[src/rtl/aes_block_sequencer.sv]
// aes_block_sequencer
// Control sequencer for a block-oriented AES datapath. It runs an
// optional key expansion, then for each 128-bit block it collects four
// 32-bit input words, starts the AES core, waits for it to finish,
// loads the result into the TX shift register, and drains four output
// words. After the last block it pulses done.
//
// Ports
//   clk, rst            clock; synchronous active-high reset
//   start               begin an operation (sampled only in IDLE)
//   encrypt             mode, latched at an accepted start
//   change_key          run key expansion before the first block
//   num_blocks          block count, latched at an accepted start
//   abort               cancel the current operation (ignored in IDLE)
//   key_done, aes_done  completion pulses from key generator / AES core
//   in_valid/in_ready   32-bit input stream handshake
//   out_valid/out_ready 32-bit output stream handshake
//   key_start, aes_start, tx_load   one-cycle control pulses
//   rx_shift_en, tx_shift_en        shift-register enables
//   mode_enc            latched encrypt value
//   busy, done          status
module aes_block_sequencer #(
  parameter int CNT_W = 28
) (
  input  logic             clk,
  input  logic             rst,
  input  logic             start,
  input  logic             encrypt,
  input  logic             change_key,
  input  logic [CNT_W-1:0] num_blocks,
  input  logic             abort,
  input  logic             key_done,
  input  logic             aes_done,
  input  logic             in_valid,
  output logic             in_ready,
  output logic             out_valid,
  input  logic             out_ready,
  output logic             key_start,
  output logic             aes_start,
  output logic             mode_enc,
  output logic             rx_shift_en,
  output logic             tx_load,
  output logic             tx_shift_en,
  output logic             busy,
  output logic             done
);

  typedef enum logic [3:0] {
    S_IDLE,
    S_KEY_START,
    S_KEY_WAIT,
    S_FILL,
    S_AES_START,
    S_AES_WAIT,
    S_TX_LOAD,
    S_DRAIN,
    S_DONE
  } state_t;

  state_t           state, state_nxt;
  logic [CNT_W-1:0] blocks_left;
  logic [1:0]       word_cnt;
  logic             key_req;   // key expansion still owed for this operation
  logic             kill;      // abort honoured this cycle

  assign kill = abort & (state != S_IDLE);

  always_ff @(posedge clk) begin
    if (rst) begin
      state       <= S_IDLE;
      blocks_left <= '0;
      word_cnt    <= 2'd0;
      key_req     <= 1'b0;
      mode_enc    <= 1'b0;
    end else begin
      state <= state_nxt;
      if (kill) begin
        blocks_left <= '0;
        word_cnt    <= 2'd0;
        key_req     <= 1'b0;
      end else begin
        case (state)
          S_IDLE: begin
            if (start && num_blocks != '0) begin
              mode_enc    <= encrypt;
              key_req     <= change_key;
              blocks_left <= num_blocks;
              word_cnt    <= 2'd0;
            end
          end
          // Key expansion happens once per operation, never per block.
          S_KEY_START: key_req <= 1'b0;
          S_FILL: begin
            if (rx_shift_en) word_cnt <= word_cnt + 2'd1;
          end
          S_DRAIN: begin
            if (tx_shift_en) begin
              word_cnt <= word_cnt + 2'd1;
              if (word_cnt == 2'd3 && blocks_left != '0)
                blocks_left <= blocks_left - CNT_W'(1);
            end
          end
          default: ;
        endcase
      end
    end
  end

  always_comb begin
    state_nxt   = state;
    busy        = (state != S_IDLE);
    in_ready    = (state == S_FILL);
    out_valid   = (state == S_DRAIN);
    rx_shift_en = in_valid & in_ready;
    tx_shift_en = out_valid & out_ready;
    // Pulses are suppressed in the cycle an abort is taken.
    key_start   = (state == S_KEY_START) & key_req & ~kill;
    aes_start   = (state == S_AES_START) & ~kill;
    tx_load     = (state == S_TX_LOAD) & ~kill;
    done        = (state == S_DONE) & ~kill;

    case (state)
      S_IDLE: begin
        if (start) begin
          if (num_blocks == '0)  state_nxt = S_DONE;
          else if (change_key)   state_nxt = S_KEY_START;
          else                   state_nxt = S_FILL;
        end
      end
      S_KEY_START: state_nxt = S_KEY_WAIT;
      // Waits only react to pulses seen while already in the wait state.
      S_KEY_WAIT:  if (key_done) state_nxt = S_FILL;
      S_FILL:      if (rx_shift_en && word_cnt == 2'd3) state_nxt = S_AES_START;
      S_AES_START: state_nxt = S_AES_WAIT;
      S_AES_WAIT:  if (aes_done) state_nxt = S_TX_LOAD;
      S_TX_LOAD:   state_nxt = S_DRAIN;
      S_DRAIN: begin
        if (tx_shift_en && word_cnt == 2'd3)
          state_nxt = (blocks_left == CNT_W'(1)) ? S_DONE : S_FILL;
      end
      S_DONE:      state_nxt = S_IDLE;
      default:     state_nxt = S_IDLE;
    endcase

    if (kill) state_nxt = S_IDLE;
  end

endmodule

[config.mk]
export PLATFORM = sky130hd
export DESIGN_NAME = aes_block_sequencer
export DESIGN_NICKNAME = d
export VERILOG_FILES = /design/src/rtl/aes_block_sequencer.sv
export SDC_FILE = /design/constraint.sdc
export NUM_CORES = 1
export LEC_CHECK = 0
export CAP_MARGIN = 20
export CORE_MARGIN = 5
export CORE_UTILIZATION = 56
export CTS_CLUSTER_SIZE = 20
export DETAILED_ROUTE_END_ITERATION = 10
export PLACE_DENSITY = 0.85
export SLEW_MARGIN = 20
export SYNTH_ARGS = -nofsm -noshare
export SYNTH_HDL_FRONTEND = slang
export SYNTH_SLANG_ARGS = --single-unit
[constraint.sdc]
create_clock -name clk -period 5.64 [get_ports clk]
set_clock_uncertainty 0.2 [all_clocks]
set_input_delay 0.846 -clock clk [delete_from_list [all_inputs] [get_ports clk]]
set_output_delay 0.846 -clock clk [all_outputs]
set_load 0.005 [all_outputs]
==> flow_summary_export.csv <==
group,metric,value,unit
clocking,numClockSinks,36,
detailed_routing,wl,6774,um
synthesis,ys.flop_type,"dfxtp_1",
clocking,cts_resized,0,
global_routing,gr-total-overflow,0,
timing,finalSetupTns,0,ns
clocking,clkLatencyLatePin,0.29,ns
synthesis,syn-instance-count,348,
timing,fin_crit_sh,0.6936,
layout,fin_util,0.7034,
job,max_cap_violations,0,
floorplanning,io_pins,48,
min_path,hold_class,"register to register",
synthesis,synth.area.top_cells,"dfxtp_1 29%, a21oi_1 8.1%, o21ai_0 5.4%",
detailed_routing,wl_met3,438,um
detailed_routing,viasPerCell,6.210,
clocking,clockBufferDepth,2,
timing,timing.fmax,255.6,MHz
timing,finalSetupViolations,0,
worst_setup_path,worst-path-max-fanout,67,
synthesis,synth_enable_flop_cells,0,
floorplanning,die_w,76.63,um
clocking,cts.clk_slew.worst_paths,0.07,ns
power,p_leak,1.094,nW
detailed_routing,drt-wirelength-per-cell,15.64,um
detailed_routing,num_vias,2689,
worst_setup_path,start_kind,"register",
global_routing,grt_usage,0.2313,
timing,drv_slew,0,
placed_design,gp_congestion,0.8393,
synthesis,syn-num-nets,390,
timing,rsz0062_at_grt,"false",
detailed_routing,wl_met1,3130,um
synthesis,yosysUniqueCellTypes,54,
synthesis,ys_seq_area_frac,0.2899,
detailed_routing,top_layer_used,"met4",
floorplanning,fp.dieH,76.63,um
synthesis,syn_avg_cell_area,7.144,um2
detailed_routing,drt_first_pass_iters,4,
detailed_routing,met2WireLength,3134,um
placed_design,numPortBuffers,47,
layout,area_delta_synth_final,22.35,%
synthesis,synth_top_area_share,0.2899,
global_routing,grt_max_degree,68,
floorplanning,core_area,4324,um2
placed_design,place_inst,425,
clocking,hold_buffers,0,
layout,n_antenna_cell,0,
clocking,h-tree-depth,2,
layout,final_cell_mix,"47 x clkdlybuf4s50_1, 40 x a21oi_1, 36 x dfxtp_1",
worst_setup_path,arrival,2.87,ns
clocking,post_cts_buffers,0,
synthesis,synth-seq-cells,36,
clocking,cts_tree,"done",
power,ir_worst_vdd,0.0002526,V
global_routing,grt_pass1_vias,2403,
detailed_routing,ant_nets,0,
detailed_routing,drt_iter0_drc,331,
placed_design,dp_hpwl,4648,um
worst_setup_path,required,4.59,ns
placed_design,place_area,2952,um2
floorplanning,rows,24,
run_status,status,"finished clean",
layout,stdcell_area,3042,um2
power,powerDensity,421.3,nW/um2
layout,drive_gt1_frac,0.07612,
clocking,cts_made_buffers,5,
floorplanning,die_area,5872,um2
clocking,cts_root_buffer,"clkbuf_8",
detailed_routing,drc,0,
worst_setup_path,worst_setup_path_end_kind,"output pin",
layout,layout.nets,422,
timing,relSlewSlack,0.5051,
layout,mostFrequentLayoutCell,"clkdlybuf4s50_1",
timing,fin_crit,3.912,ns
worst_setup_path,crit_type,"register to output pin",
synthesis,synth_top_cell_by_area,"dfxtp_1",
synthesis,async_flop_share,0,
timing,worstMarginPinSlew,0.7409,ns
global_routing,antenna_found_initial,0,
floorplanning,start_util,0.5749,
layout,final_cells,433,
synthesis,synth_area,2486,um2
timing,hold_violations,0,
global_routing,grt_pass1_wl,11510,um
synthesis,ys_warn_count,0,
[synthesized netlist by cell type (5+ instances only)]
library cell,number
clkbuf_1,19
nand3_1,9
a31oi_1,5
nand2_1,35
o21ai_0,27
nor3_1,26
o31ai_1,6
nor2_1,33
a31o_2,5
inv_1,10
dfxtp_1,36
or4_1,7
a21oi_1,40
nor4_1,12
[logic make-up (layout without fill, tap and decap cells)]
| logic type | after synthesis | count (layout) | synth area share |
|---|---|---|---|
| flip-flops | 36 | 36 | 0.2899 |
| multiplexers | 3 | 3 | 0.01258 |
| buffers and inverters | 36 | 69 | 0.05939 |
| AND/OR/NAND/NOR | 153 | 153 | 0.3221 |
| adder cells (fa/ha/maj) | 4 | 4 | 0.02013 |
| AO/OA/AOI/OAI | 116 | 116 | 0.2959 |
[power breakdown]
group,internal (mW),switching (mW),leakage (nW)
clock network,0.0996,0.0908,0.0455
logic,0.253,0.427,0.754
registers,0.325,0.0853,0.295
[area by class of cell]
type                    count  area (um2)
repair buffers             51       500.5
multi-input cells         276        1628
clock buffers               8       90.09
fillers                   378        1282
flip-flops and latches     36       720.7
inverters                  10       37.54
well taps                  52       65.06
[flip-flops by register name (all words and copies together), names as in the netlist]
signal	flops
blocks_left	28
state	4
word_cnt	2
key_req	1
mode_enc	1
[worst paths after layout]
check	from	depth (start not counted)	slack (ns)	end
worst max-delay path	state[1]	6	1.73	tx_shift_en
worst min-delay path	word_cnt[1]	2	0.26	word_cnt[1]
worst max register to register	state[1]	9	1.92	blocks_left[10]
worst min register to register	word_cnt[1]	2	0.26	word_cnt[1]
[layer usage]
layer	global-route usage	up-vias
met3	0.04846	7
met2	0.3604	84
met5	0	-
met1	0.3233	1235
met4	0.05944	0
li1	-	1363
[stage by stage]
stage               power (mW)  hold WS, ns  setup slack (ns)
detailed placement       1.076       0.2541             2.051
global route             1.385       0.2831             1.626
floorplan               0.9167       0.2356             2.836
CTS                      1.272       0.2633             1.761
global placement         1.067       0.2447             2.196
finish                   1.281       0.2606             1.728
[critical path: stages, from the launching register on]
cell,delay (ns)
dfxtp_1,0.55
nor2b_1,0.29
nand3_2,0.09
buf_4,0.33
inv_1,0.60
and2_1,0.21
clkdlybuf4s50_1,0.49
Note: power is estimated with default switching activity, not from simulation.
==> patch, RTL diff (same settings) <==
The 9 states of `state_t` get a one-hot encoding in 9 bits.
--- a/src/rtl/aes_block_sequencer.sv
+++ b/src/rtl/aes_block_sequencer.sv
@@ -45,16 +45,16 @@
   output logic             done
 );
 
-  typedef enum logic [3:0] {
-    S_IDLE,
-    S_KEY_START,
-    S_KEY_WAIT,
-    S_FILL,
-    S_AES_START,
-    S_AES_WAIT,
-    S_TX_LOAD,
-    S_DRAIN,
-    S_DONE
+  typedef enum logic [8:0] {
+    S_IDLE      = 9'b000000001,
+    S_KEY_START = 9'b000000010,
+    S_KEY_WAIT  = 9'b000000100,
+    S_FILL      = 9'b000001000,
+    S_AES_START = 9'b000010000,
+    S_AES_WAIT  = 9'b000100000,
+    S_TX_LOAD   = 9'b001000000,
+    S_DRAIN     = 9'b010000000,
+    S_DONE      = 9'b100000000
   } state_t;
 
   state_t           state, state_nxt;
Behaviour: no difference found for any inputs over 10 cycles, from zero or initial values and one cycle with rst high; not proved beyond that.
==> patch against the unedited design <==
Sequential cell count increased by 5. Hold slack improved by 0.047 ns. Design area grew 6.5%. Wire length is 7.9% higher. Area after synthesis is 8.4% higher. Total power is 2.6% lower. Worst setup slack improved by 0.11 ns. Critical endpoint unchanged.
==> patch: results (changes against the unedited design) <==
Slew @ Worst Pin 0.703 ns (-0.0376 ns); total negative slack 0 ns (unchanged); sequential area share after synthesis 30.5% (+1.5 points); number of global-route vias before repair 2540 (+5.7%); Synth Area in Adders 1.86% (-0.16 points); routability congestion estimate 0.979 (+17%); I/O Buffers 47 (unchanged); NumNets Final 452 (+7.1%); post-synthesis compound-gate area fraction 29.4% (-0.16 points); 1st-pass router iterations 5 (+1); CTS Buf Count 5 (unchanged); share of cells above drive strength 1 5.35% (-2.3 points); outcome completed; Async SR Flop Fraction 0% (unchanged); hold crit path type reg -> reg; CP delay by family, top buffers and inverters; synth cell count leaders nand2_1 (54), a21oi_1 (41), dfxtp_1 (41); number of H-tree levels 2 (unchanged); P_leak 0.00119 µW (+8.8%); Arrival @ worst endpoint 2.76 ns (-0.11 ns); DRT iter0 DRCs 299 (-9.7%); Root Driver clkbuf_8; critical path fanouts, max 67 (unchanged); post-DP HPWL 5370 µm (+15%); Antenna diodes 0 (unchanged); DRT Wirelength 7310 µm (+7.9%); Rel. slew slack 52.9% (+2.4 points); first-pass GRT wire length 11700 µm (+1.9%); antenna violations before repair 0 (unchanged); GRT Util Overall 23.0% (-0.12 points); Slowest cell on crit path inv_1; slowest stage delay, CP 0.50 ns (-0.10 ns); DRC viols 0 (unchanged); top cells by area, synth dfxtp_1 (30%), a21oi_1 (7.6%), nand2_1 (7.5%), nor2_1 (5.2%), o21ai_1 (3.9%); Post-Syn Nets 417 (+6.9%); largest net degree at the start of global routing 68 (unchanged); Yosys Warn Count 0 (unchanged); vias per cell 6.36 (+2.4%); Post-CTS Setup Inserts 0 (unchanged); Top Registers blocks_left (28), state (9), word_cnt (2); insertion delay to the later sink of the worst-skew pair 0.30 ns; Synth Area in XOR/XNOR 0.325% (+0.32 points); VDD IR max 0.238 mV (-5.6%); deepest clock path buffer count 2 (unchanged); R2R setup slack 2.21 ns (+0.29 ns); synth unique cells 57 (+5.6%); Hold Slack 0.308 ns (+0.0474 ns); post-synthesis mux area share 0.789% (-0.47 points); CTS resizes 0 (unchanged)
## patch: through the flow
step	total power [µW]	instances	area [µm²]	setup WS (ns)	util, %
finish	1250	465	3240	1.84	69.0
global route	1340	465	3240	1.75	69.0
CTS	1230	465	3230	1.91	68.9
detailed placement	1050	457	3150	1.90	67.1
global placement	1040	457	3150	1.95	67.1
floorplan	891	375	2700	3.00	-
## patch: path summary, 6_finish.rpt
path,startpoint,endpoint,cells after the start
worst max-delay path,state[7],tx_shift_en,6
worst max register to register,state[7],blocks_left[8],8
worst min register to register,blocks_left[21],blocks_left[21],2
worst min-delay path,blocks_left[21],blocks_left[21],2
## patch: metal layers
metal | GRT usage (%) | up-vias | share of wire [%]
met5 | 0 | - | 0
met4 | 6.70 | 0 | 1.1
met3 | 4.85 | 10 | 7.4
met2 | 36.8 | 126 | 46
met1 | 31.2 | 1376 | 45
li1 | - | 1444 | -
## patch: power breakdown
part / leakage, µW / internal [µW] / switching [µW]
Sequential: 0.000335 / 351 / 69.8
Combinational: 0.000816 / 240 / 401
Clock: 0.0000395 / 88.0 / 99.0
Total: 0.00119 / 679 / 570
## patch: worst min-delay path, cell delays in order, from the launching register on
cell and delay, ns:
dfxtp_1 0.33, o21ai_1 0.07, a21oi_1 0.07
## patch: logic make-up after synthesis
group / after synthesis
AO/OA/AOI/OAI: 125
XOR/XNOR: 1
adder cells (fa/ha/maj): 4
buffers and inverters: 33
flip-flops: 41
multiplexers: 2
AND/OR/NAND/NOR: 169
## patch: area by class of cell
| cell class | count | area (µm²) |
|---|---|---|
| sequential | 41 | 821 |
| timing repair buffer | 49 | 485 |
| tap | 54 | 67.6 |
| fill | 391 | 1450 |
| clock buffer | 8 | 80.1 |
| multi-input combinational | 301 | 1740 |
| inverter | 12 | 45.0 |
